<file path="src/rtl/dmem_arb_pkg.sv">
// Shared types for the DMEM port arbiter: arbitration states and owner encoding.
package dmem_arb_pkg;

  typedef enum logic [1:0] {
    ARB   = 2'd0,
    LOCK  = 2'd1,
    FORCE = 2'd2
  } arb_state_e;

  typedef logic owner_t;

  localparam owner_t OWN_CPU = 1'b0;
  localparam owner_t OWN_LDR = 1'b1;

endpackage : dmem_arb_pkg

</file>
<file path="src/rtl/dmem_port_arbiter_if.sv">
// Bundle of CPU, loader and DMEM-side signals around the arbiter.
interface dmem_port_arbiter_if #(
  parameter int unsigned ADDR_W = 8,
  parameter int unsigned DATA_W = 16
);

  logic              cpu_req;
  logic              cpu_we;
  logic [ADDR_W-1:0] cpu_addr;
  logic [DATA_W-1:0] cpu_wdata;
  logic              cpu_gnt;
  logic              cpu_rvalid;
  logic [DATA_W-1:0] cpu_rdata;

  logic              ldr_req;
  logic              ldr_we;
  logic [ADDR_W-1:0] ldr_addr;
  logic [DATA_W-1:0] ldr_wdata;
  logic              ldr_lock;
  logic              ldr_gnt;
  logic              ldr_rvalid;
  logic [DATA_W-1:0] ldr_rdata;

  logic              mem_en;
  logic              mem_we;
  logic [ADDR_W-1:0] mem_addr;
  logic [DATA_W-1:0] mem_wdata;
  logic [DATA_W-1:0] mem_rdata;

  modport slave (
    input  cpu_req, cpu_we, cpu_addr, cpu_wdata,
    output cpu_gnt, cpu_rvalid, cpu_rdata,
    input  ldr_req, ldr_we, ldr_addr, ldr_wdata, ldr_lock,
    output ldr_gnt, ldr_rvalid, ldr_rdata,
    output mem_en, mem_we, mem_addr, mem_wdata,
    input  mem_rdata
  );

  modport master (
    output cpu_req, cpu_we, cpu_addr, cpu_wdata,
    input  cpu_gnt, cpu_rvalid, cpu_rdata,
    output ldr_req, ldr_we, ldr_addr, ldr_wdata, ldr_lock,
    input  ldr_gnt, ldr_rvalid, ldr_rdata,
    input  mem_en, mem_we, mem_addr, mem_wdata,
    output mem_rdata
  );

endinterface : dmem_port_arbiter_if

</file>
<file path="src/rtl/dmem_resp_pipe.sv">
// One-stage read-response tracker: remembers who issued an accepted read and
// raises that requester's rvalid in the following cycle.
module dmem_resp_pipe
  import dmem_arb_pkg::*;
(
  input  logic   clk,
  input  logic   reset,
  input  logic   i_rd_acc,
  input  owner_t i_owner,
  output logic   o_cpu_rvalid,
  output logic   o_ldr_rvalid
);

  logic   r_valid;
  owner_t r_owner;

  always_ff @(posedge clk) begin
    if (!reset) begin
      r_valid <= 1'b0;
      r_owner <= OWN_CPU;
    end else begin
      r_valid <= i_rd_acc;
      r_owner <= i_owner;
    end
  end

  // Gate with reset so a response in flight is dropped as soon as reset asserts.
  assign o_cpu_rvalid = reset & r_valid & (r_owner == OWN_CPU);
  assign o_ldr_rvalid = reset & r_valid & (r_owner == OWN_LDR);

endmodule : dmem_resp_pipe

</file>
<file path="src/rtl/dmem_port_arbiter.sv">
// Round-robin arbiter sharing single-port DMEM between the CPU and a loader,
// with a loader burst lock bounded by a CPU starvation guard.
module dmem_port_arbiter
  import dmem_arb_pkg::*;
#(
  parameter int unsigned ADDR_W   = 8,
  parameter int unsigned DATA_W   = 16,
  parameter int unsigned LOCK_MAX = 16
) (
  input  logic                clk,
  input  logic                reset,
  dmem_port_arbiter_if.slave  bus
);

  localparam int unsigned CNT_W = $clog2(LOCK_MAX + 1);
  localparam logic [CNT_W-1:0] CNT_MAX = CNT_W'(LOCK_MAX);

  arb_state_e       r_state;
  owner_t           r_last_gnt;
  logic [CNT_W-1:0] r_lock_cnt;

  arb_state_e       w_state_nxt;
  owner_t           w_last_nxt;
  logic [CNT_W-1:0] w_cnt_nxt;
  logic             w_cpu_gnt;
  logic             w_ldr_gnt;
  logic             w_mem_en;
  logic             w_mem_we;

  always_ff @(posedge clk) begin
    if (!reset) begin
      r_state    <= ARB;
      r_last_gnt <= OWN_LDR;
      r_lock_cnt <= '0;
    end else begin
      r_state    <= w_state_nxt;
      r_last_gnt <= w_last_nxt;
      r_lock_cnt <= w_cnt_nxt;
    end
  end

  always_comb begin
    w_cpu_gnt   = 1'b0;
    w_ldr_gnt   = 1'b0;
    w_state_nxt = r_state;
    w_cnt_nxt   = r_lock_cnt;

    case (r_state)
      ARB: begin
        if (bus.cpu_req && bus.ldr_req) begin
          w_cpu_gnt = (r_last_gnt == OWN_LDR);
          w_ldr_gnt = (r_last_gnt == OWN_CPU);
        end else begin
          w_cpu_gnt = bus.cpu_req;
          w_ldr_gnt = bus.ldr_req;
        end
        // Lock is only taken on an actual loader grant.
        if (w_ldr_gnt && bus.ldr_lock) begin
          w_state_nxt = LOCK;
          w_cnt_nxt   = CNT_W'(1);
        end
      end
      LOCK: begin
        w_ldr_gnt = bus.ldr_req;
        if (!bus.ldr_lock) begin
          w_state_nxt = ARB;
          w_cnt_nxt   = '0;
        end else if (r_lock_cnt == CNT_MAX) begin
          if (bus.cpu_req) w_state_nxt = FORCE;
        end else begin
          w_cnt_nxt = r_lock_cnt + CNT_W'(1);
        end
      end
      FORCE: begin
        w_cpu_gnt = bus.cpu_req;
        if (bus.cpu_req) begin
          w_state_nxt = ARB;
          w_cnt_nxt   = '0;
        end
      end
      default: begin
        w_state_nxt = ARB;
        w_cnt_nxt   = '0;
      end
    endcase

    if (!reset) begin
      w_cpu_gnt = 1'b0;
      w_ldr_gnt = 1'b0;
    end
  end

  always_comb begin
    w_last_nxt = r_last_gnt;
    if (w_cpu_gnt)      w_last_nxt = OWN_CPU;
    else if (w_ldr_gnt) w_last_nxt = OWN_LDR;
  end

  assign w_mem_en = w_cpu_gnt | w_ldr_gnt;
  assign w_mem_we = (w_cpu_gnt & bus.cpu_we) | (w_ldr_gnt & bus.ldr_we);

  assign bus.cpu_gnt   = w_cpu_gnt;
  assign bus.ldr_gnt   = w_ldr_gnt;
  assign bus.mem_en    = w_mem_en;
  assign bus.mem_we    = w_mem_we;
  assign bus.mem_addr  = w_cpu_gnt ? bus.cpu_addr  : (w_ldr_gnt ? bus.ldr_addr  : '0);
  assign bus.mem_wdata = w_cpu_gnt ? bus.cpu_wdata : (w_ldr_gnt ? bus.ldr_wdata : '0);
  assign bus.cpu_rdata = bus.mem_rdata;
  assign bus.ldr_rdata = bus.mem_rdata;

  dmem_resp_pipe u_resp_pipe (
    .clk          (clk),
    .reset        (reset),
    .i_rd_acc     (w_mem_en & ~w_mem_we),
    .i_owner      (w_ldr_gnt ? OWN_LDR : OWN_CPU),
    .o_cpu_rvalid (bus.cpu_rvalid),
    .o_ldr_rvalid (bus.ldr_rvalid)
  );

endmodule : dmem_port_arbiter

</file>
<file path="src/flat_wrapper.sv">
// flat-port wrapper written by rule: the top's interface ports become plain ports
module dmem_port_arbiter_flat import dmem_arb_pkg::*;
#(
  parameter int unsigned ADDR_W   = 8,
  parameter int unsigned DATA_W   = 16,
  parameter int unsigned LOCK_MAX = 16
)
  (clk, reset, bus_cpu_req, bus_cpu_we, bus_cpu_addr, bus_cpu_wdata, bus_cpu_gnt, bus_cpu_rvalid, bus_cpu_rdata, bus_ldr_req, bus_ldr_we, bus_ldr_addr, bus_ldr_wdata, bus_ldr_lock, bus_ldr_gnt, bus_ldr_rvalid, bus_ldr_rdata, bus_mem_en, bus_mem_we, bus_mem_addr, bus_mem_wdata, bus_mem_rdata);
  dmem_port_arbiter_if #(.ADDR_W(ADDR_W), .DATA_W(DATA_W)) bus_i ();
  input  logic clk;
  input  logic reset;
  input wire logic [$bits(bus_i.cpu_req)-1:0] bus_cpu_req;
  input wire logic [$bits(bus_i.cpu_we)-1:0] bus_cpu_we;
  input wire logic [$bits(bus_i.cpu_addr)-1:0] bus_cpu_addr;
  input wire logic [$bits(bus_i.cpu_wdata)-1:0] bus_cpu_wdata;
  output wire logic [$bits(bus_i.cpu_gnt)-1:0] bus_cpu_gnt;
  output wire logic [$bits(bus_i.cpu_rvalid)-1:0] bus_cpu_rvalid;
  output wire logic [$bits(bus_i.cpu_rdata)-1:0] bus_cpu_rdata;
  input wire logic [$bits(bus_i.ldr_req)-1:0] bus_ldr_req;
  input wire logic [$bits(bus_i.ldr_we)-1:0] bus_ldr_we;
  input wire logic [$bits(bus_i.ldr_addr)-1:0] bus_ldr_addr;
  input wire logic [$bits(bus_i.ldr_wdata)-1:0] bus_ldr_wdata;
  input wire logic [$bits(bus_i.ldr_lock)-1:0] bus_ldr_lock;
  output wire logic [$bits(bus_i.ldr_gnt)-1:0] bus_ldr_gnt;
  output wire logic [$bits(bus_i.ldr_rvalid)-1:0] bus_ldr_rvalid;
  output wire logic [$bits(bus_i.ldr_rdata)-1:0] bus_ldr_rdata;
  output wire logic [$bits(bus_i.mem_en)-1:0] bus_mem_en;
  output wire logic [$bits(bus_i.mem_we)-1:0] bus_mem_we;
  output wire logic [$bits(bus_i.mem_addr)-1:0] bus_mem_addr;
  output wire logic [$bits(bus_i.mem_wdata)-1:0] bus_mem_wdata;
  input wire logic [$bits(bus_i.mem_rdata)-1:0] bus_mem_rdata;
  assign bus_i.cpu_req = bus_cpu_req;
  assign bus_i.cpu_we = bus_cpu_we;
  assign bus_i.cpu_addr = bus_cpu_addr;
  assign bus_i.cpu_wdata = bus_cpu_wdata;
  assign bus_cpu_gnt = bus_i.cpu_gnt;
  assign bus_cpu_rvalid = bus_i.cpu_rvalid;
  assign bus_cpu_rdata = bus_i.cpu_rdata;
  assign bus_i.ldr_req = bus_ldr_req;
  assign bus_i.ldr_we = bus_ldr_we;
  assign bus_i.ldr_addr = bus_ldr_addr;
  assign bus_i.ldr_wdata = bus_ldr_wdata;
  assign bus_i.ldr_lock = bus_ldr_lock;
  assign bus_ldr_gnt = bus_i.ldr_gnt;
  assign bus_ldr_rvalid = bus_i.ldr_rvalid;
  assign bus_ldr_rdata = bus_i.ldr_rdata;
  assign bus_mem_en = bus_i.mem_en;
  assign bus_mem_we = bus_i.mem_we;
  assign bus_mem_addr = bus_i.mem_addr;
  assign bus_mem_wdata = bus_i.mem_wdata;
  assign bus_i.mem_rdata = bus_mem_rdata;
  dmem_port_arbiter #(.ADDR_W(ADDR_W), .DATA_W(DATA_W), .LOCK_MAX(LOCK_MAX)) u_core (.clk(clk), .reset(reset), .bus(bus_i));
endmodule
</file>
<file path="config.mk">
export PLATFORM = sky130hd
export DESIGN_NAME = dmem_port_arbiter_flat
export DESIGN_NICKNAME = d
export VERILOG_FILES = /design/src/rtl/dmem_arb_pkg.sv /design/src/rtl/dmem_port_arbiter_if.sv /design/src/rtl/dmem_resp_pipe.sv /design/src/rtl/dmem_port_arbiter.sv /design/src/flat_wrapper.sv
export SDC_FILE = /design/constraint.sdc
export NUM_CORES = 1
export LEC_CHECK = 0
export CORE_ASPECT_RATIO = 1.5
export CORE_MARGIN = 8
export CORE_UTILIZATION = 26
export CTS_CLUSTER_DIAMETER = 120
export DETAILED_ROUTE_END_ITERATION = 7
export GPL_TIMING_DRIVEN = 0
export HOLD_SLACK_MARGIN = 0.1
export PLACE_DENSITY = 0.78
export RECOVER_POWER = 100
export SLEW_MARGIN = 20
export SYNTH_ARGS = -nofsm -noshare
export SYNTH_HDL_FRONTEND = slang
export SYNTH_SLANG_ARGS = --single-unit
</file>
<file path="constraint.sdc">
create_clock -name clk -period 2.15 [get_ports clk]
set_input_delay 0.43 -clock clk [delete_from_list [all_inputs] [get_ports clk]]
set_output_delay 0.43 -clock clk [all_outputs]
set_load 0.01 [all_outputs]
</file>
After elaboration in Yosys (flattened, before gate mapping)
Cells that the tools add are included.
{"block": "totals", "reg_bits": 10, "inputBits": 71, "out_inout_bits": 62, "word_cells": 56}
{"block": "op_classes", "add_sub_neg": 1, "eq_ne": 8, "n_mux": 25, "bitwise": 11, "reduce_logical": 6}
{"operator": "$mux W16", "n": 2}
{"operator": "$mux W5", "n": 4}
{"operator": "$mux W8", "n": 2}
{"operator": "$pmux W5 S3", "n": 1}
{"operator": "$mux W2", "n": 5}
{"operator": "$mux W1", "n": 8}
{"operator": "$and A1 B1 Y1", "n": 6}
{"operator": "$ne A3 B3 Y1 const B", "n": 2}
{"operator": "$pmux W2 S3", "n": 1}
{"operator": "$add A5 B1 Y5 const B", "n": 1}
{"operator": "$eq A5 B5 Y1 const B", "n": 1}
{"operator": "$pmux W1 S2", "n": 2}
{"operator": "$reduce_and A4 Y1", "n": 1}
{"operator": "$ne A3 B2 Y1 const B", "n": 1}
{"operator": "$not A1 Y1", "n": 3}
{"operator": "$reduce_and A3 Y1", "n": 1}
{"operator": "$eq A2 B1 Y1 const B", "n": 1}
{"operator": "$eq A2 B2 Y1 const B", "n": 1}
{"operator": "$logic_and A1 B1 Y1", "n": 2}
{"operator": "$logic_not A2 Y1", "n": 1}
{"operator": "$ne A2 B1 Y1 const B", "n": 1}
{"operator": "$ne A2 B2 Y1 const B", "n": 1}
{"operator": "$or A1 B1 Y1", "n": 2}
{"operator": "$reduce_bool A2 Y1", "n": 1}

Logic depth before layout (Yosys ltp)
Gate-level depths: netlist of the first run.
{"block": "depth", "word_depth": 9, "ltp_mapped": 6, "mapped_depth_nobuf": 6}

By module
Synthesis of the first run repeated with hierarchy kept, for this count alone.
{"block": "hier_totals", "hier_cells": 128, "hier_area_um2": 1078.5}
{"module": "dmem_port_arbiter", "n_inst": 1, "cells_per_inst": 122, "area_each_um2": 1008.5, "seq_area_each_um2": 160.2}
{"module": "dmem_resp_pipe", "n_inst": 1, "cells_per_inst": 6, "area_each_um2": 70.1, "seq_area_each_um2": 40.0}

Worst setup path before layout of the first run
Ideal clock, no wire load.
{"block": "synth_path", "kind": "input to output", "start": "in bus_ldr_req", "end": "out bus_mem_addr[0]", "arrival_ns": 1.565, "required_ns": 1.720, "slack_ns": 0.155, "stages": 4, "path_buffers": 1, "path_cell_list": "nor2b_2 > a2111oi_4 > buf_6 > a22o_1"}
{"block": "synth_via", "elab_cells_between_ends": 10, "classes_between": "9 x mux; 1 x reduce/logical"}
{"item": "start: declaration", "line_no": "flat_wrapper.sv:19", "rtl": "input wire logic [$bits(bus_i.ldr_req)-1:0] bus_ldr_req;"}
{"item": "$logic_and A1 B1 Y1", "line_no": "dmem_port_arbiter.sv:50", "rtl": "if (bus.cpu_req && bus.ldr_req) begin"}
{"item": "$mux W1", "line_no": "dmem_port_arbiter.sv:50"}
{"item": "$pmux W1 S2", "line_no": "dmem_port_arbiter.sv:48", "rtl": "case (r_state)"}
{"item": "$mux W1", "line_no": "dmem_port_arbiter.sv:87", "rtl": "if (!reset) begin"}
{"item": "net bus_cpu_gnt", "line_no": "flat_wrapper.sv:16", "rtl": "output wire logic [$bits(bus_i.cpu_gnt)-1:0] bus_cpu_gnt;"}
{"item": "$mux W8", "line_no": "dmem_port_arbiter.sv:106", "rtl": "assign bus.mem_addr = w_cpu_gnt ? bus.cpu_addr : (w_ldr_gnt ? bus.ldr_addr : '0);"}
{"item": "end: declaration", "line_no": "flat_wrapper.sv:29", "rtl": "output wire logic [$bits(bus_i.mem_addr)-1:0] bus_mem_addr;"}
The timed path passes the listed nets, and every way through them passes these cells. The select of a mux whose other input is x is not followed.

Worst setup path in the final report of the first run
{"block": "layout_path", "start": "reg u_core.r_state[1]", "end": "out bus_mem_wdata[11]"}
{"block": "layout_via", "elab_chain_len": 5, "elab_cells_between_ends": 9, "classes_between": "2 x eq/ne; 6 x mux; 1 x reduce/logical"}
{"item": "start: declaration", "line_no": "dmem_port_arbiter.sv:18", "rtl": "arb_state_e r_state;"}
{"item": "start signal: assignment", "line_no": "dmem_port_arbiter.sv:36", "rtl": "r_state <= w_state_nxt;"}
{"item": "$eq A2 B1 Y1 or $logic_not A2 Y1 (tied branches)", "line_no": "dmem_port_arbiter.sv:48"}
{"item": "$pmux W1 S2", "line_no": "dmem_port_arbiter.sv:48"}
{"item": "$mux W1", "line_no": "dmem_port_arbiter.sv:87"}
{"item": "$mux W16", "line_no": "dmem_port_arbiter.sv:107", "rtl": "assign bus.mem_wdata = w_cpu_gnt ? bus.cpu_wdata : (w_ldr_gnt ? bus.ldr_wdata : '0);"}
{"item": "$mux W16 *", "line_no": "dmem_port_arbiter.sv:107"}
{"item": "end: declaration", "line_no": "flat_wrapper.sv:30", "rtl": "output wire logic [$bits(bus_i.mem_wdata)-1:0] bus_mem_wdata;"}
Every way passes the cells marked *; elsewhere a longest branch is shown, timed or not.

==> results of run 1 <==
-- power by group --
group	total [W]	internal, W	switching [W]	leakage, nW
registers	0.000202	0.000194	0.00000841	0.0826
clock network	0.000240	0.000161	0.0000785	0.0288
logic	0.000426	0.000276	0.000149	0.988
-- placed cells by master, fill, tap and decap left out, types with 2 or more instances in the layout --
cell type / instances
buf_6: 13
dfxtp_1: 7
a21oi_1: 7
buf_4: 40
a22o_1: 25
nor3_1: 3
dlygate4sd2_1: 4
buf_2: 19
nor2_1: 5
o21ai_0: 2
ha_1: 2
clkdlybuf4s15_2: 3
a21o_1: 2
o311a_1: 2
nand3_1: 2
dfxtp_2: 2
nor2b_1: 3
clkdlybuf4s50_1: 52
clkbuf_8: 4
nand3b_1: 2
nand2_1: 7
dlygate4sd3_1: 33
inv_2: 2
inv_1: 2
-- worst register-to-register path, delay by kind of cell, from the launching register on --
family,cells,cell delay [ns]
buffers and inverters,3,0.34
AOI/OAI and AO/OA,2,0.44
and+or+nand+nor,2,0.49
DFF,1,0.36
-- cell type report --
cell class	instances	share of cell area [%]
sequential	10	8.639
clock buffer	4	2.304
multi-input combinational	74	22.98
inverter	5	0.8901
timing repair buffer	129	50.26
buffer	37	12.57
tap	45	2.356
-- synth_stat cells --
cell type / count / area share [%]
nor2b_2: 2 / 1.7
a21o_1: 2 / 1.4
o21ai_0: 2 / 0.96
nand3_1: 2 / 0.96
nor2_1: 5 / 1.8
buf_6: 2 / 2.2
or2_1: 1 / 0.60
inv_2: 2 / 0.72
a21oi_1: 7 / 3.3
or2_2: 1 / 0.60
nor4bb_1: 1 / 0.96
and3_1: 1 / 0.60
nor3_1: 3 / 1.4
buf_4: 32 / 23
a2111oi_0: 1 / 0.84
dfxtp_1: 10 / 19
buf_2: 4 / 1.9
nand2_1: 7 / 2.5
a2111oi_4: 1 / 2.6
inv_1: 3 / 1.1
a221oi_1: 1 / 0.84
a22o_1: 25 / 21
a31oi_1: 1 / 0.60
nor2b_1: 3 / 1.8
nand4bb_1: 1 / 1.1
nor3b_1: 1 / 0.72
ha_1: 2 / 2.4
nand3b_1: 2 / 1.4
o311a_1: 2 / 1.9
-- worst paths after layout --
path,start,endpoint,slack (ns)
worst max-delay path,u_core.r_state[1],bus_mem_wdata[11],0.06
worst min-delay path,u_core.r_state[1],u_core.r_state[0],0.48
worst max register to register,u_core.r_state[1],u_core.r_lock_cnt[0],0.43
worst min register to register,u_core.r_state[1],u_core.r_state[0],0.48
-- metal layers --
layer  vias to the layer above  wire length, um  GRT usage (%)
li1                        697                -              -
met1                       614             1261          11.34
met2                        95             2451          25.61
met3                         3              968          12.43
met4                         0               25          2.573
met5                         -                0              0
-- stage by stage --
stage	TNS (ns)	instances	setup WS, ns	hold WS (ns)	total power [W]
after global placement	-24.80	288	-0.9511	0.4915	0.0006367
after floorplan	0	127	0.1547	0.4711	0.0003772
final	0	304	0.06259	0.4830	0.0008675
after CTS	0	301	0.007652	0.4987	0.0008817
after detailed placement	-25.29	288	-0.9689	0.4970	0.0006411
after global routing	-0.02264	304	-0.007947	0.5069	0.0009182
-- timing repair --
item	in CTS	in global routing
setup buffers	8	2
gates resized for setup	118	15
cloned	2	1
setup endpoints to repair	30	22
pin swaps	3	1
-- state kept, by name, summed over array words and instances, names as in the netlist --
| name | count |
|---|---|
| u_core.u_resp_pipe.r_valid | 1 |
| u_core.r_last_gnt | 1 |
| u_core.r_state | 2 |
| u_core.u_resp_pipe.r_owner | 1 |
| u_core.r_lock_cnt | 5 |
-- cells by family (layout without fill, tap and decap cells) --
| group | count (synthesis) | count (layout) |
|---|---|---|
| buffers and inverters | 43 | 175 |
| AO/OA/AOI/OAI | 42 | 42 |
| AND/OR/NAND/NOR | 30 | 30 |
| flip-flops | 10 | 10 |
| adder cells (fa/ha/maj) | 2 | 2 |
==> impl_metrics.tcl, run 1 <==
set metrics [dict create \
    n_fill_cell 346 \
    final_area_mm2 0.002390 \
    crit_path_frequent_cell "buf_6" \
    synth_top_family_by_area "compound AO/OA/AOI/OAI gates" \
    place.gp.congestion 0.7217 \
    grt_pass1_vias 1570 \
    crit_cells 7 \
    p_leak_nw 1.100 \
    grt-ovfl-total 0 \
    yosysWarnings 0 \
    hold_depth 1 \
    cp.arrival_ns 1.66 \
    wl_per_cell_um 15.48 \
    synth_compound_area_share_pct 33.49 \
    multi_input_area_um2 549.3 \
    cts_made_buffers 3 \
    reg2reg_depth 7 \
    routed_via_density 4.635 \
    area.growth.synth_to_final_pct 128.5 \
    synthesis.area_mm2 0.001046 \
    drv_cap 0 \
    dpl_cell_area_mm2 0.002263 \
    fin_crit_ns 2.087 \
    ios 133 \
    crit_chain "nor2b_4 -> a2111oi_4 -> buf_6 -> buf_6 -> buf_6 -> a22o_1 -> buf_6" \
    die_h_um 93.68 \
    syn-num-nets 200 \
    grt_pass1_wl_um 7176 \
    timing.fmax_ghz 0.4791 \
    cts.path.max_buffers 2 \
    synth-xor-area-share_pct 0 \
    path_clk_slew_ns 0.05 \
    crit_path_end_kind "output port" \
    die_x_um 67.79 \
    drive_gt1_share_pct 35.14 \
    status "completed" \
    slowest_stage "dfxtp_4" \
    drt-initial-drc-count 23 \
    rsz0062_at_grt "yes" \
    antennaDiodeCount 0 \
    synth-simple-area-share_pct 16.15 \
    synth_cell_types 29 \
    rows 28 \
    clock-sinks 10 \
    worstSkewPairLatency_ns 0.24 \
    criticalPathCategory "register to output port" \
    path_delay_family "compound AO/OA/AOI/OAI gates" \
    max_stage_delay_ns 0.37 \
    antenna_found_initial 0 \
    startpoint_type "register" \
    vias 1409 \
    hold_viol_final 0 \
    tritoncts "built" \
    wl_um 4705 \
    grtUsageTotal_pct 14.30 \
    syn_avg_cell_area_um2 8.236 \
    ir_drop_v 0.0002873 \
    antenna_left 0 \
    fin_skew_ns 0.003321 \
    synth.area.mux_share_pct 0 \
    fin_nets 333 \
    critical_path_buf_inv_count 4 \
    timing.final.crit_share_pct 97.09 \
    drc 0 \
    port_buffers 116 \
    hold_buffers 0 \
    hp-class "register to register" \
    ys_ff_latch 10 \
    maxSlewHeadroom_pct 67.03 \
    utilization_pct 61.45 \
    critPathRequiredTime_ns 1.72 \
    drv_slew 0 \
    dieArea_mm2 0.006351 \
    crit_fanout 7 \
    syn_inst 127 \
    synth_fa_ha_area_share_pct 2.392 \
    grt_max_degree 11 \
    cts_max_level 1 \
    power_density_mw_per_mm2 363.0 \
    dp_hpwl_um 4029 \
    initial_utilization_pct 26.90 \
    worst_pin_slew_ns 0.4922 \
    core_mm2 0.003889 \
    firstDrtPassIters 4 \
    clockRootBuffer "clkbuf_8" \
    register_area_um2 206.4 \
    setup_violations 0 \
    yosysSeqAreaShare_pct 19.14 \
]
(Power assumes the default switching activity.)
==> run 2: changes to the inputs <==
--- a/config.mk
+++ b/config.mk
@@ -13,7 +13,6 @@
 export GPL_TIMING_DRIVEN = 0
 export HOLD_SLACK_MARGIN = 0.1
 export PLACE_DENSITY = 0.78
-export RECOVER_POWER = 100
 export SLEW_MARGIN = 20
 export SYNTH_ARGS = -nofsm -noshare
 export SYNTH_HDL_FRONTEND = slang
==> run 2 against run 1 <==
  * Sequential share of layout area unchanged
  * First-iteration DRC count grew 8.7%
  * Count of clock-buffer cells in the layout stayed put
  * Critical endpoint unchanged
==> impl_metrics.tcl, run 2 (synthesis results as in run 1) <==
set metrics [dict create \
    status "completed" \
    drv_slew 0 \
    drt-initial-drc-count 25 \
    hold_viol_final 0 \
    power_density_mw_per_mm2 368.8 \
    internal_power_w 0.0006436 \
    startpoint_type "register" \
    largest_reg_flops 5 \
    tritoncts "built" \
    setup_violations 0 \
    drc 0 \
    utilization_pct 61.45 \
    grtUsageTotal_pct 14.30 \
    antenna_left 0 \
    vias 1411 \
    timing.fmax_ghz 0.4791 \
    area.growth.synth_to_final_pct 128.5 \
    p_leak_nw 1.091 \
    antennaDiodeCount 0 \
    clock-sinks 10 \
    core_mm2 0.003889 \
    drive_gt1_share_pct 35.14 \
    pwr-share-clk_pct 27.2 \
    ios 133 \
    final_area_mm2 0.002390 \
    hold_buffers 0 \
    worst_slack_ns 0.06285 \
    fin_nets 333 \
    crit_fanout 7 \
    crit_path_end_kind "output port" \
    criticalPathCategory "register to output port" \
    path_clk_slew_ns 0.05 \
    routed_via_density 4.641 \
    cts.path.max_buffers 2 \
    initial_utilization_pct 26.90 \
    port_buffers 116 \
    wl_um 4716 \
    dp.cells 288 \
    grt_max_degree 11 \
    dpl_cell_area_mm2 0.002263 \
    worst_pin_slew_ns 0.4919 \
    grt_pass1_vias 1570 \
    wl_per_cell_um 15.51 \
    place.gp.congestion 0.7217 \
    maxSlewHeadroom_pct 67.05 \
    largest-register "u_core.r_lock_cnt" \
    cp.arrival_ns 1.66 \
    rsz0062_at_grt "yes" \
    comb_power_share_pct 49.9 \
    critPathRequiredTime_ns 1.72 \
    worstSkewPairLatency_ns 0.24 \
    clockRootBuffer "clkbuf_8" \
    dp_slack_ns -0.9689 \
    dp_hpwl_um 4029 \
    switching_share_pct 26.97 \
    fin_cells 304 \
    hp-class "register to register" \
    grt_pass1_wl_um 7176 \
    fin_crit_ns 2.087 \
    reg2reg_setup_slack_ns 0.43 \
    firstDrtPassIters 4 \
    top_regs "u_core.r_lock_cnt: 5 flops, u_core.r_state: 2 flops" \
    power_frac_seq_pct 22.9 \
    fin_skew_ns 0.003321 \
    timing.final.crit_share_pct 97.08 \
    ir_drop_v 0.0002907 \
    rows 28 \
    grt-ovfl-total 0 \
    drv_cap 0 \
    layout_common_cells "clkdlybuf4s50_1 (85), buf_4 (40), a22o_1 (25), buf_2 (19), buf_6 (13)" \
    cts_made_buffers 3 \
    die_x_um 67.79 \
    final_common_cell "clkdlybuf4s50_1" \
    die_h_um 93.68 \
    p_sw_w 0.0002377 \
    dieArea_mm2 0.006351 \
    cts_max_level 1 \
    antenna_found_initial 0 \
]
-- run 2: final timing paths --
kind	from	end	depth (start not counted)
setup reg to reg	u_core.r_state[1]	u_core.r_lock_cnt[0]	7
hold reg to reg	u_core.r_state[1]	u_core.r_state[0]	1
setup / recovery	u_core.r_state[1]	bus_mem_wdata[11]	7
hold / removal	u_core.r_state[1]	u_core.r_state[0]	1
-- run 2: metrics by stage --
stage	power, W	setup TNS (ns)	hold slack (ns)
global placement	0.0006367	-24.80	0.4915
detailed placement	0.0006411	-25.29	0.4970
finish	0.0008812	0	0.4827
CTS	0.0008817	0	0.4987
floorplan	0.0003772	0	0.4711
global route	0.0009319	-0.02264	0.5069
-- run 2: layer usage --
| layer | wire, um | up-vias | global-route usage (%) |
|---|---|---|---|
| met4 | 25 | 0 | 2.573 |
| met2 | 2455 | 95 | 25.61 |
| met3 | 968 | 3 | 12.43 |
| met5 | 0 | - | 0 |
| li1 | - | 698 | - |
| met1 | 1268 | 615 | 11.34 |
-- run 2: power by group through the flow --
stage | sequential (W) | clock (W) | combinational (W)
floorplan | 0.000202 | 0 | 0.000176
global placement | 0.000203 | 0 | 0.000434
detailed placement | 0.000203 | 0 | 0.000438
CTS | 0.000202 | 0.000246 | 0.000434
global route | 0.000203 | 0.000255 | 0.000474
finish | 0.000202 | 0.000240 | 0.000439
-- run 2: timing repair --
| action | CTS | global route |
|---|---|---|
| pin swaps | 3 | 1 |
| cloned | 2 | 1 |
| endpoints found under the setup margin | 30 | 22 |
| endpoints found under the hold margin | 0 | 0 |
| resized for setup | 118 | 15 |
| setup buffers | 8 | 2 |
-- run 2: layout make-up --
type,instances,area [um2]
multi-input cells,74,549.3
repair buffers,129,1201
inverters,5,21.27
fillers,346,1499
flip-flops and latches,10,206.4
clock buffers,4,55.05
well taps,45,56.30
plain buffers,37,300.3
-- run 2: critical path, cell delays in order, from the launching register on --
cell,delay (ns)
dfxtp_4,0.36
nor2b_4,0.05
a2111oi_4,0.35
buf_6,0.18
buf_6,0.11
buf_6,0.10
a22o_1,0.15
buf_6,0.11
==> run 3: changes to the inputs <==
==> constraint.sdc (replaced) <==
create_clock -name clk -period 2.15 [get_ports clk]
set_input_delay 0.5375 -clock clk [delete_from_list [all_inputs] [get_ports clk]]
set_output_delay 0.5375 -clock clk [all_outputs]
set_load 0.01 [all_outputs]
==> run 3 against run 2 <==
  * The flow now finishes with violations (setup timing)
  * First-iteration DRC count fell by 48%
  * Fmax down 6.8%
  * Worst hold slack improved by 0.0028 ns
  * Routed wire length is 4.2% higher
  * Final cell count grew 0.66%
  * Sequential power about the same
  * Core utilization grew 1.1 points
  * Sequential share of layout area is 0.25 points lower
  * Design area increased by 1.8%
  * Combinational power rose by 5.7%
  * Critical path depth increased by 1
  * Non-clock buffer count is 2 higher
  * Highest routed layer unchanged
==> impl_metrics.tcl, run 3 (synthesis results as in run 1) <==
set metrics [dict create \
    status "complete, but fails checks" \
    violations "setup timing" \
    dieArea_mm2 0.006351 \
    layout_common_cells "clkdlybuf4s50_1 (85), buf_4 (42), buf_6 (26), a22o_1 (25), buf_2 (12)" \
    crit_path_end_kind "output port" \
    dpl_cell_area_mm2 0.002268 \
    utilization_pct 62.55 \
    clockRootBuffer "clkbuf_8" \
    rsz0062_at_grt "yes" \
    fin_skew_ns 0.002183 \
    largest_reg_flops 5 \
    critPathRequiredTime_ns 1.61 \
    criticalPathCategory "input pin to output port" \
    die_x_um 67.79 \
    antenna_left 0 \
    dp_hpwl_um 4157 \
    power_density_mw_per_mm2 374.0 \
    fin_crit_ns 2.241 \
    hp-class "register to register" \
    routed_via_density 4.765 \
    n_fill_cell 347 \
    vias 1458 \
    dp_slack_ns -1.204 \
    core_mm2 0.003889 \
    top_regs "u_core.r_lock_cnt: 5 flops, u_core.r_state: 2 flops" \
    die_h_um 93.68 \
    drc 0 \
    ir_drop_v 0.0003297 \
    wl_per_cell_um 16.06 \
    total_power_w 0.0009098 \
    tritoncts "built" \
    drv_slew 0 \
    worst_slack_ns -0.09053 \
    setup_violations 17 \
    antennaDiodeCount 0 \
    place.gp.congestion 0.7208 \
    final_area_mm2 0.002432 \
    cp.arrival_ns 1.70 \
    grt_pass1_wl_um 7445 \
    grt-ovfl-total 0 \
    ios 133 \
    hold_viol_final 0 \
    worst_pin_slew_ns 0.4821 \
    critical_path_buf_inv_count 5 \
    firstDrtPassIters 4 \
    rows 28 \
    worstSkewPairLatency_ns 0.24 \
    timing.fmax_ghz 0.4463 \
    port_buffers 116 \
    drv_cap 0 \
    path_clk_slew_ns 0.05 \
    p_leak_nw 1.107 \
    path_delay_family "buffers and inverters" \
    area.growth.synth_to_final_pct 132.5 \
    cts_made_buffers 3 \
    grt_max_degree 11 \
    slowest_stage "a2111oi_4" \
    timing.final.crit_share_pct 104.2 \
    cts_max_level 1 \
    maxSlewHeadroom_pct 67.71 \
    fin_nets 335 \
    cts.path.max_buffers 2 \
    crit_chain "buf_6 -> nor2b_4 -> a2111oi_4 -> buf_6 -> buf_6 -> buf_6 -> a22o_1 -> buf_6" \
    drt-initial-drc-count 13 \
    startpoint_type "input pin" \
    grtUsageTotal_pct 14.91 \
    clock-sinks 10 \
    largest-register "u_core.r_lock_cnt" \
    grt_pass1_vias 1560 \
    max_stage_delay_ns 0.29 \
    final_common_cell "clkdlybuf4s50_1" \
    initial_utilization_pct 26.90 \
    wl_um 4914 \
    antenna_found_initial 0 \
    crit_path_frequent_cell "buf_6" \
    crit_fanout 6 \
    drive_gt1_share_pct 37.55 \
]
==> run 3: cell count changes in the layout (fill, tap and decap cells not counted), moves of 2 or more <==
cell	delta
buf_6	+13
dlygate4sd2_1	-4
clkbuf_2	+2
buf_4	+2
buf_2	-7
clkdlybuf4s15_2	-3
==> run 3: path summary, 6_finish.rpt <==
path / start / to / slack, ns / cells past startpoint
max: bus_ldr_req / bus_mem_wdata[8] / -0.09 / 8
min: u_core.r_state[1] / u_core.r_state[0] / 0.49 / 1
max reg2reg: u_core.r_state[1] / u_core.r_lock_cnt[0] / 0.54 / 6
min reg2reg: u_core.r_state[1] / u_core.r_state[0] / 0.49 / 1
==> run 3: worst reg2reg max path, cell delays in order, from the launching register on <==
cell,delay [ns]
dfxtp_2,0.34
nor2b_4,0.15
buf_4,0.14
buf_4,0.10
a31oi_1,0.18
or2_2,0.34
a221oi_1,0.27
==> run 3: metal layers <==
layer  part of all wire, %  wire length [um]  vias up  global-route usage, %
met1                    29              1436      659                  12.59
met5                     0                 0        -                      0
li1                      -                 -      701                      -
met2                    51              2521       95                  26.96
met4                  0.75                37        0                  3.602
met3                    19               919        3                  10.63
==> run 3: power by group <==
group	leakage, nW	internal, W	switching (W)
Clock	0.0288	0.000162	0.0000809
Sequential	0.0824	0.000195	0.00000828
Combinational	0.996	0.000305	0.000159
Total	1.11	0.000662	0.000248
==> run 3: metrics by stage <==
stage,instances,hold WS (ns),TNS (ns)
2_1_floorplan,127,0.4711,0
3_3_place_gp,288,0.4896,-31.37
3_5_place_dp,288,0.5015,-31.94
4_1_cts,302,0.4955,-1.284
5_1_grt,306,0.5083,-2.385
6_report,306,0.4855,-1.025
==> run 3: area by class of cell <==
| class | count | area, um2 | area share [%] |
|---|---|---|---|
| buffer | 37 | 296.5 | 12.19 |
| inverter | 5 | 21.27 | 0.8745 |
| clock buffer | 4 | 55.05 | 2.263 |
| timing repair buffer | 131 | 1247 | 51.29 |
| tap | 45 | 56.30 | 2.315 |
| sequential | 10 | 203.9 | 8.385 |
| multi-input combinational | 74 | 551.8 | 22.69 |
==> run 3: timing repair <==
item / CTS / global route
pin swaps: 16 / 4
setup endpoints to repair: 30 / 28
gates resized for setup: 147 / 17
hold buffers: 0 / 0
cloned: 2 / 0
endpoints found under the hold margin: 0 / 0
setup buffers: 9 / 4
